===== src/rtl/divider32_seq_pkg.sv =====
// Shared definitions for the sequential divider: FSM states, default width
// and the most-negative two's-complement constant.
package divider32_seq_pkg;

    localparam int DIV_WIDTH = 32;

    localparam logic [DIV_WIDTH-1:0] DIV_MIN = {1'b1, {(DIV_WIDTH-1){1'b0}}};

    typedef enum logic [1:0] {
        S_IDLE = 2'd0,
        S_RUN  = 2'd1,
        S_FIX  = 2'd2,
        S_DONE = 2'd3
    } div_state_e;

endpackage


===== src/rtl/divider32_seq_if.sv =====
// Start/done handshake, operands and results of the sequential divider.
interface divider32_seq_if import divider32_seq_pkg::*; #(
    parameter int WIDTH = DIV_WIDTH
);
    logic             start;
    logic [WIDTH-1:0] A;
    logic [WIDTH-1:0] B;
    logic             SIGNED;
    logic             busy;
    logic             done;
    logic [WIDTH-1:0] Q;
    logic [WIDTH-1:0] R;
    logic             DZ;
    logic             V;

    modport master (
        output start, A, B, SIGNED,
        input  busy, done, Q, R, DZ, V
    );

    modport slave (
        input  start, A, B, SIGNED,
        output busy, done, Q, R, DZ, V
    );
endinterface


===== src/rtl/divider32_seq_div_step.sv =====
// One restoring-division iteration: shift {P, D} left, trial-subtract the
// divisor magnitude and keep the difference only when it is non-negative.
module div_step #(
    parameter int WIDTH = 32
) (
    input  logic [WIDTH:0]   p_i,
    input  logic [WIDTH-1:0] d_i,
    input  logic [WIDTH-1:0] b_i,
    output logic [WIDTH:0]   p_o,
    output logic [WIDTH-1:0] d_o
);
    // One guard bit above the (WIDTH+1)-bit partial remainder carries the
    // borrow, so the trial result's sign is a single bit.
    logic [WIDTH+1:0] p_shift;
    logic [WIDTH+1:0] trial;

    assign p_shift = {p_i, d_i[WIDTH-1]};
    assign trial   = p_shift - {2'b00, b_i};

    // Restore on borrow, otherwise accept the difference and shift in a 1.
    always_comb begin
        p_o = p_shift[WIDTH:0];
        d_o = {d_i[WIDTH-2:0], 1'b0};
        if (!trial[WIDTH+1]) begin
            p_o = trial[WIDTH:0];
            d_o = {d_i[WIDTH-2:0], 1'b1};
        end
    end
endmodule


===== src/rtl/divider32_seq.sv =====
// Iterative signed/unsigned divider: one restoring step per clock on operand
// magnitudes, sign correction in a final FIX cycle, start/done handshake.
module divider32_seq import divider32_seq_pkg::*; #(
    parameter int WIDTH = DIV_WIDTH
) (
    input logic          clk,
    input logic          rst,
    divider32_seq_if.slave bus
);
    localparam int               CNT_W     = $clog2(WIDTH);
    localparam logic [CNT_W-1:0] LAST_STEP = CNT_W'(WIDTH - 1);
    localparam logic [WIDTH-1:0] MIN_V     = {1'b1, {(WIDTH-1){1'b0}}};
    localparam logic [WIDTH-1:0] ONE_V     = WIDTH'(1);

    div_state_e       state_q;
    logic [CNT_W-1:0] cnt_q;
    logic [WIDTH:0]   p_q;
    logic [WIDTH:0]   p_d;
    logic [WIDTH-1:0] d_q;
    logic [WIDTH-1:0] d_d;
    logic [WIDTH-1:0] b_mag_q;
    logic [WIDTH-1:0] a_orig_q;
    logic             sgn_q;
    logic             neg_a_q;
    logic             neg_b_q;
    logic             busy_q;
    logic             done_q;
    logic [WIDTH-1:0] q_q;
    logic [WIDTH-1:0] r_q;
    logic             dz_q;
    logic             v_q;

    logic             a_neg;
    logic             b_neg;
    logic [WIDTH-1:0] a_mag;
    logic [WIDTH-1:0] b_mag;

    // Operand magnitudes; only negative operands in signed mode are negated.
    assign a_neg = bus.SIGNED & bus.A[WIDTH-1];
    assign b_neg = bus.SIGNED & bus.B[WIDTH-1];
    assign a_mag = a_neg ? -bus.A : bus.A;
    assign b_mag = b_neg ? -bus.B : bus.B;

    div_step #(.WIDTH(WIDTH)) u_step (
        .p_i (p_q),
        .d_i (d_q),
        .b_i (b_mag_q),
        .p_o (p_d),
        .d_o (d_d)
    );

    // Sequencer: capture, WIDTH iterations, sign fix-up, one-cycle done.
    always_ff @(posedge clk or posedge rst) begin
        if (rst) begin
            state_q  <= S_IDLE;
            cnt_q    <= '0;
            p_q      <= '0;
            d_q      <= '0;
            b_mag_q  <= '0;
            a_orig_q <= '0;
            sgn_q    <= 1'b0;
            neg_a_q  <= 1'b0;
            neg_b_q  <= 1'b0;
            busy_q   <= 1'b0;
            done_q   <= 1'b0;
            q_q      <= '0;
            r_q      <= '0;
            dz_q     <= 1'b0;
            v_q      <= 1'b0;
        end else begin
            done_q <= 1'b0;
            case (state_q)
                S_IDLE, S_DONE: begin
                    if (bus.start) begin
                        cnt_q    <= '0;
                        p_q      <= '0;
                        d_q      <= a_mag;
                        b_mag_q  <= b_mag;
                        a_orig_q <= bus.A;
                        sgn_q    <= bus.SIGNED;
                        neg_a_q  <= a_neg;
                        neg_b_q  <= b_neg;
                        dz_q     <= 1'b0;
                        v_q      <= 1'b0;
                        busy_q   <= 1'b1;
                        // A zero divisor skips the iterations entirely.
                        state_q  <= (bus.B == '0) ? S_FIX : S_RUN;
                    end else begin
                        state_q <= S_IDLE;
                    end
                end
                S_RUN: begin
                    p_q   <= p_d;
                    d_q   <= d_d;
                    cnt_q <= cnt_q + 1'b1;
                    if (cnt_q == LAST_STEP) begin
                        state_q <= S_FIX;
                    end
                end
                S_FIX: begin
                    busy_q  <= 1'b0;
                    done_q  <= 1'b1;
                    state_q <= S_DONE;
                    if (b_mag_q == '0) begin
                        q_q  <= '1;
                        r_q  <= a_orig_q;
                        dz_q <= 1'b1;
                        v_q  <= 1'b0;
                    end else begin
                        q_q  <= (sgn_q & (neg_a_q ^ neg_b_q)) ? -d_q : d_q;
                        r_q  <= (sgn_q & neg_a_q) ? -p_q[WIDTH-1:0] : p_q[WIDTH-1:0];
                        // MIN / -1: the magnitude path already yields Q=MIN, R=0.
                        v_q  <= sgn_q & (a_orig_q == MIN_V) & neg_b_q & (b_mag_q == ONE_V);
                    end
                end
                default: state_q <= S_IDLE;
            endcase
        end
    end

    assign bus.busy = busy_q;
    assign bus.done = done_q;
    assign bus.Q    = q_q;
    assign bus.R    = r_q;
    assign bus.DZ   = dz_q;
    assign bus.V    = v_q;
endmodule


===== src/flat_wrapper.sv =====
// flat-port wrapper written by rule: the top's interface ports become plain ports
module divider32_seq_flat import divider32_seq_pkg::*;
#(
    parameter int WIDTH = DIV_WIDTH
)
  (clk, rst, bus_start, bus_A, bus_B, bus_SIGNED, bus_busy, bus_done, bus_Q, bus_R, bus_DZ, bus_V);
  divider32_seq_if #(.WIDTH(WIDTH)) bus_i ();
  input logic clk;
  input logic rst;
  input wire logic [$bits(bus_i.start)-1:0] bus_start;
  input wire logic [$bits(bus_i.A)-1:0] bus_A;
  input wire logic [$bits(bus_i.B)-1:0] bus_B;
  input wire logic [$bits(bus_i.SIGNED)-1:0] bus_SIGNED;
  output wire logic [$bits(bus_i.busy)-1:0] bus_busy;
  output wire logic [$bits(bus_i.done)-1:0] bus_done;
  output wire logic [$bits(bus_i.Q)-1:0] bus_Q;
  output wire logic [$bits(bus_i.R)-1:0] bus_R;
  output wire logic [$bits(bus_i.DZ)-1:0] bus_DZ;
  output wire logic [$bits(bus_i.V)-1:0] bus_V;
  assign bus_i.start = bus_start;
  assign bus_i.A = bus_A;
  assign bus_i.B = bus_B;
  assign bus_i.SIGNED = bus_SIGNED;
  assign bus_busy = bus_i.busy;
  assign bus_done = bus_i.done;
  assign bus_Q = bus_i.Q;
  assign bus_R = bus_i.R;
  assign bus_DZ = bus_i.DZ;
  assign bus_V = bus_i.V;
  divider32_seq #(.WIDTH(WIDTH)) u_core (.clk(clk), .rst(rst), .bus(bus_i));
endmodule

===== config.mk =====
export PLATFORM = sky130hd
export DESIGN_NAME = divider32_seq_flat
export DESIGN_NICKNAME = d
export VERILOG_FILES = /design/src/rtl/divider32_seq_pkg.sv /design/src/rtl/divider32_seq_if.sv /design/src/rtl/divider32_seq_div_step.sv /design/src/rtl/divider32_seq.sv /design/src/flat_wrapper.sv
export SDC_FILE = /design/constraint.sdc
export NUM_CORES = 1
export LEC_CHECK = 0
export CAP_MARGIN = 25
export CORE_MARGIN = 3
export CORE_UTILIZATION = 30
export DETAILED_ROUTE_END_ITERATION = 6
export GPL_TIMING_DRIVEN = 0
export PLACE_DENSITY_LB_ADDON = 0.05
export SLEW_MARGIN = 5
export SYNTH_ARGS = -nofsm -noshare
export SYNTH_HDL_FRONTEND = slang
export SYNTH_HIERARCHICAL = 1
export SYNTH_SLANG_ARGS = --single-unit

===== constraint.sdc =====
create_clock -name clk -period 10.75 [get_ports clk]
set_input_delay 2.15 -clock clk [delete_from_list [all_inputs] [get_ports clk]]
set_output_delay 2.15 -clock clk [all_outputs]
set_load 0.005 [all_outputs]

Word-level counts from Yosys, hierarchy flattened
Index checks and enable logic that the tools add are counted.
- input bits: 68
- register bits after elaboration: 207
- output and inout port bits: 68
- word-level logic and storage cells: 74
- add/sub/neg operators: 6
- reduce and logical (&&, ||, !) cells: 10
- muxes and demuxes: 26
- equal/unequal tests: 9
- bitwise gates (word level): 8
- operators with widths (operator ; count):
    $mux W32 ; 7
    $neg A32 Y32 ; 4
    $mux W33 ; 2
    $pmux W33 S2 ; 1
    $logic_not A32 Y1 ; 2
    $pmux W32 S2 ; 1
    $sub A34 B32 Y34 ; 1
    $eq A32 B1 Y1 const B ; 1
    $eq A32 B32 Y1 const B ; 1
    $pmux W5 S2 ; 1
    $and A1 B1 Y1 ; 7
    $mux W1 ; 6
    $mux W2 ; 3
    $pmux W1 S2 ; 3
    $pmux W2 S3 ; 1
    $reduce_and A2 Y1 ; 3
    $add A5 B1 Y5 const B ; 1
    $eq A5 B5 Y1 const B ; 1
    $mux W5 ; 1
    $eq A2 B2 Y1 const B ; 2
    $ne A2 B1 Y1 const B ; 2
    $reduce_bool A2 Y1 ; 2
    $reduce_and A3 Y1 ; 1
    $eq A2 B1 Y1 const B ; 1
    4 further kinds ; 4

Logic depth before layout (Yosys ltp)
- depth after elaboration: 6
- gate-level depth with buffers: 15
- gate-level depth less buffers: 14

By module
Netlist, hierarchy kept.
- modules (own cells, without submodules) (module ; cells each ; instances ; seq. area each (µm²) ; area each (µm²)):
    divider32_seq ; 1221 ; 1 ; 5180.0 ; 11065.6
    div_step ; 359 ; 1 ; 0.0 ; 2403.6

Worst setup path before layout
Ideal clock, no wire load.
- path kind: input port to flip-flop
- start: input port bus_B[2]
- end: register u_core.b_mag_q[29]
- stages: 7
- path slack: 6.784 ns
- data arrival time: 3.834 ns
- library setup time: 0.131 ns
- required time: 10.619 ns
- path buffers: 1
- path through: or4_1 nor4_1 and4b_1 clkbuf_1 a41oi_1 xnor2_1 o21ai_1
- cells in the longest elaborated chain, start to end: 2
- ends and longest elaborated chain (what ; RTL line ; source):
    start: declaration ; flat_wrapper.sv:12 ; input wire logic [$bits(bus_i.B)-1:0] bus_B;
    $neg A32 Y32 ; divider32_seq.sv:42 ; assign b_mag = b_neg ? -bus.B : bus.B;
    $mux W32 ; divider32_seq.sv:42 ;
    end signal: assignment ; divider32_seq.sv:78 ; b_mag_q <= b_mag;
    end: declaration ; divider32_seq.sv:21 ; logic [WIDTH-1:0] b_mag_q;
Every way passes these cells.
A chain may end at the register's enable or synchronous reset.

Final worst setup path
- start: input port bus_start
- end: register u_core.a_orig_q[0]
- cells in the longest elaborated chain, start to end: 1
- ends and longest elaborated chain (what ; RTL line ; source):
    start: declaration ; flat_wrapper.sv:10 ; input wire logic [$bits(bus_i.start)-1:0] bus_start;
    $reduce_and A2 Y1 (no source line) ; - ;
    end signal: assignment ; divider32_seq.sv:79 ; a_orig_q <= bus.A;
    end: declaration ; divider32_seq.sv:22 ; logic [WIDTH-1:0] a_orig_q;
Every way passes these cells.

==> flow_summary.toml <==
[status]
status = "finished clean"

[cts]
cts_root_buf = "clkbuf_16"
clk_pin_slew_ns = 0.07
holdBufCountCts = 0
cts_resized = 0
clock_latency_ns = 0.56
cts_tree = "done"
numCtsBuffers = 27
htreeDepth = 1
post_cts_buffers = 0
clk_path_buf_depth = 3
clock_sinks = 207

[die]
rows = 77
die_h_um = 218
core_area_um2 = 44300
initial_core_util_pct = 30.4
ios = 136
dieArea_um2 = 47500
die_w_um = 218

[critical_path]
r2r_start = "u_core/p_q[8]$_DFFE_PP0P_"
crit_path_max_incr_delay_ns = 0.66
cp-start-kind = "primary input"
critPathTopFamily = "buffers and inverters"
crit_slowest_cell = "clkbuf_1"
reg2reg_depth = 13
crit_fanout = 10
worstPathCellList = "clkdlybuf4s50_1 -> nand2_1 -> clkbuf_1 -> clkbuf_1 -> clkbuf_1 -> o21ai_0"
endpoint_kind = "flip-flop"
crit_required_ns = 11.16
rrSetupSlack_ns = 6.69
critPathArrivalTime_ns = 4.95
crit_path_frequent_cell = "clkbuf_1"
worst-path-buf-inv = 4
timing.rr.end = "u_core/p_q[0]$_DFFE_PP0P_"
worstSetupPathType = "primary input to flip-flop"

[sta]
fmax_mhz = 220
drv_slew = 0
max_slew_margin_pct = 31.2
fin_worst_skew_ns = 0.0175
setup_viol = 0
fin_crit_sh_pct = 42.3
rsz0062_at_grt = "false"
finalSetupTns_ns = 0
fin_crit_ns = 4.54
finalWorstSetupSlack_ns = 6.21
tightest_slew_ns = 1.02
timing.final.hold_violations = 0

[synth]
synth-seq-cells = 207
synth_nets = 1689
synth.cell_area_um2 = 13500
async_flop_share_pct = 100
synth_edf_count = 0
postSynthCellCount = 1580
post_synth_num_cell_types = 73
yosysWarnings = 6
synth.avg_cell_area_um2 = 8.52
synthFlopType = "dfrtp_1"
ys_seq_area_share_pct = 38.5

[power_and_ir_drop]
p_seq_share_pct = 26.7
switchingPower_mw = 2.74
ir_worst_vdd_v = 0.000164
p_clk_share_pct = 16.4
powerDensity_nw_per_um2 = 348
intPower_mw = 3.02
share_comb_of_total_power_pct = 57.0
p_sw_share_pct = 47.5
power_leakage_nw = 7.01

[global_routing]
grt_pass1_vias = 12200
overflow = 0
grt_pass1_wl_um = 75500
grt_antenna_before_repair = 1
track_usage_pct = 20.7
grt_max_degree = 92

[placed_design]
portBuffers = 135
gp_congestion = 0.863
dp.cells = 2309
place_hpwl_um = 39000
place_ws_ns = 5.59

[drt]
avgRoutedWirePerCell_um = 21.0
drtAntennaViolNets = 0
wirelength_um = 49500
drtIter0Drc = 722
drc_errors = 0
firstDrtPassIters = 5
num_vias = 12000
viasPerCell = 5.07

[layout]
fin_nets = 1855
multiInputGateArea_um2 = 7420
seq_area_um2 = 5180
n_fill_cell = 4722
syn2layout_area_growth_pct = 22.9
drive_gt1_share_pct = 9.00
final_cells = 2359

[min_path]
hp-class = "flip-flop to flip-flop"
min_from = "u_core/cnt_q[4]$_DFFE_PP0P_"
min_to = "u_core/cnt_q[4]$_DFFE_PP0P_"
whs_path_depth = 2

[job]
maxCapViolCount = 0
worst reg2reg max path, stage by stage, from the launching register on:
cell	delay (ns)
dfrtp_1	0.53
ha_1	0.46
and3_1	0.20
or3b_1	0.36
a211oi_2	0.38
o31ai_1	0.15
and3_4	0.23
o31a_4	0.31
xor2_4	0.38
clkbuf_1	0.56
nand2_1	0.11
o21ai_0	0.11
nand3_1	0.10
o21ai_0	0.11
flip-flops by register name (all words and copies together) (netlist names):
name	count
u_core/bus.done	1
u_core/b_mag_q	32
u_core/state_q	2
u_core/bus.R	32
u_core/sgn_q	1
u_core/bus.Q	32
u_core/cnt_q	5
u_core/d_q	32
u_core/bus.busy	1
u_core/bus.V	1
u_core/a_orig_q	32
u_core/neg_b_q	1
u_core/p_q	33
u_core/neg_a_q	1
u_core/bus.DZ	1
worst max-delay path by stage:
stage	start	to	cells after the start
detailed placement	bus_start	u_core/a_orig_q[1]$_DFFE_PP0P_	6
global route	bus_start	u_core/b_mag_q[0]$_DFFE_PP0P_	7
CTS	bus_start	u_core/a_orig_q[0]$_DFFE_PP0P_	6
finish	bus_start	u_core/a_orig_q[0]$_DFFE_PP0P_	6
global placement	rst	u_core/b_mag_q[28]$_DFFE_PP0P_	2
floorplan	rst	u_core/a_orig_q[0]$_DFFE_PP0P_	1
power by group through the flow:
stage | sequential (mW) | combinational [mW] | clock, mW
2_1_floorplan | 1.40 | 2.24 | 0
3_3_place_gp | 1.54 | 3.28 | 0
3_5_place_dp | 1.55 | 3.30 | 0
4_1_cts | 1.54 | 3.32 | 0.978
5_1_grt | 1.59 | 3.66 | 1.01
6_report | 1.54 | 3.28 | 0.944
layout make-up:
type | count | share of cell area (%)
timing repair buffer | 137 | 8.49
antenna | 1 | 0.0151
buffer | 115 | 3.57
tap | 592 | 4.47
multi-input combinational | 1184 | 44.8
clock buffer | 33 | 4.46
inverter | 74 | 1.72
sequential | 207 | 31.3
clock inverter | 16 | 1.16
cell usage in the layout (no fill, tap or decap), drive strengths merged, types with 4 or more instances in the layout:
| cell | synthesis | final |
|---|---|---|
| a211oi | 11 | 11 |
| a21o | 24 | 24 |
| a21oi | 112 | 112 |
| a31oi | 34 | 34 |
| a41oi | 7 | 7 |
| and2 | 7 | 7 |
| and3 | 9 | 9 |
| and4b | 5 | 5 |
| buf | 40 | 42 |
| clkbuf | 74 | 107 |
| clkdlybuf4s50 | 0 | 135 |
| clkinv | 0 | 6 |
| dfrtp | 207 | 207 |
| ha | 40 | 40 |
| inv | 74 | 79 |
| mux2 | 45 | 45 |
| mux2i | 6 | 6 |
| nand2 | 196 | 196 |
| nand2b | 7 | 7 |
| nand3 | 55 | 55 |
| nand4 | 9 | 9 |
| nor2 | 125 | 125 |
| nor2b | 11 | 11 |
| nor3 | 29 | 29 |
| nor3b | 5 | 5 |
| nor4 | 31 | 31 |
| o211ai | 7 | 7 |
| o21a | 5 | 5 |
| o21ai | 149 | 149 |
| o221ai | 8 | 8 |
| o22ai | 9 | 9 |
| o31ai | 25 | 25 |
| o41ai | 10 | 10 |
| or2 | 4 | 4 |
| or3 | 16 | 16 |
| or4 | 11 | 11 |
| xnor2 | 77 | 77 |
| xor2 | 68 | 68 |
metal layers:
layer | part of all wire [%] | vias to the layer above | GRT usage (%)
met4 | 2.2 | 0 | 5.44
met5 | 0 | - | 0
li1 | - | 5887 | -
met2 | 51 | 227 | 37.5
met1 | 43 | 5789 | 26.2
met3 | 3.6 | 49 | 2.12
cells in the mapped netlist, types with 15 or more instances:
master	n	area share, %
nor2_1	125	3.5
xnor2_1	77	5.0
nor4_1	30	1.4
buf_4	32	1.8
nor3_1	29	1.1
o21ai_0	137	5.1
a31oi_1	33	1.5
a21oi_1	112	4.2
nand3_1	55	2.0
or3_1	15	0.70
dfrtp_1	207	38
a21o_1	24	1.3
xor2_1	67	4.4
clkbuf_1	73	2.0
mux2_2	45	3.8
ha_1	40	3.7
inv_1	72	2.0
nand2_1	196	5.5
o31ai_1	21	1.2
logic make-up (layout without fill, tap and decap cells):
family | count (synthesis) | in the layout | share of synthesized area (%)
xor+xnor | 145 | 145 | 9.57
compound gates | 418 | 418 | 19.0
buf+inv | 189 | 375 | 6.46
fa+ha+maj | 41 | 41 | 3.86
other cells | 0 | 1 | 0
simple gates | 529 | 529 | 18.4
mux | 51 | 51 | 4.21
flops | 207 | 207 | 38.5
stage by stage:
stage	instance area (um^2)	power [mW]	hold slack [ns]	utilization [%]
floorplan	13500	3.64	0.445	-
finish	16600	5.76	0.480	37.4
CTS	16600	5.83	0.494	37.4
global route	16600	6.25	0.510	37.4
global placement	15600	4.82	0.465	35.1
detailed placement	15600	4.85	0.469	35.3
No activity file was read; power rests on OpenSTA's default activity.
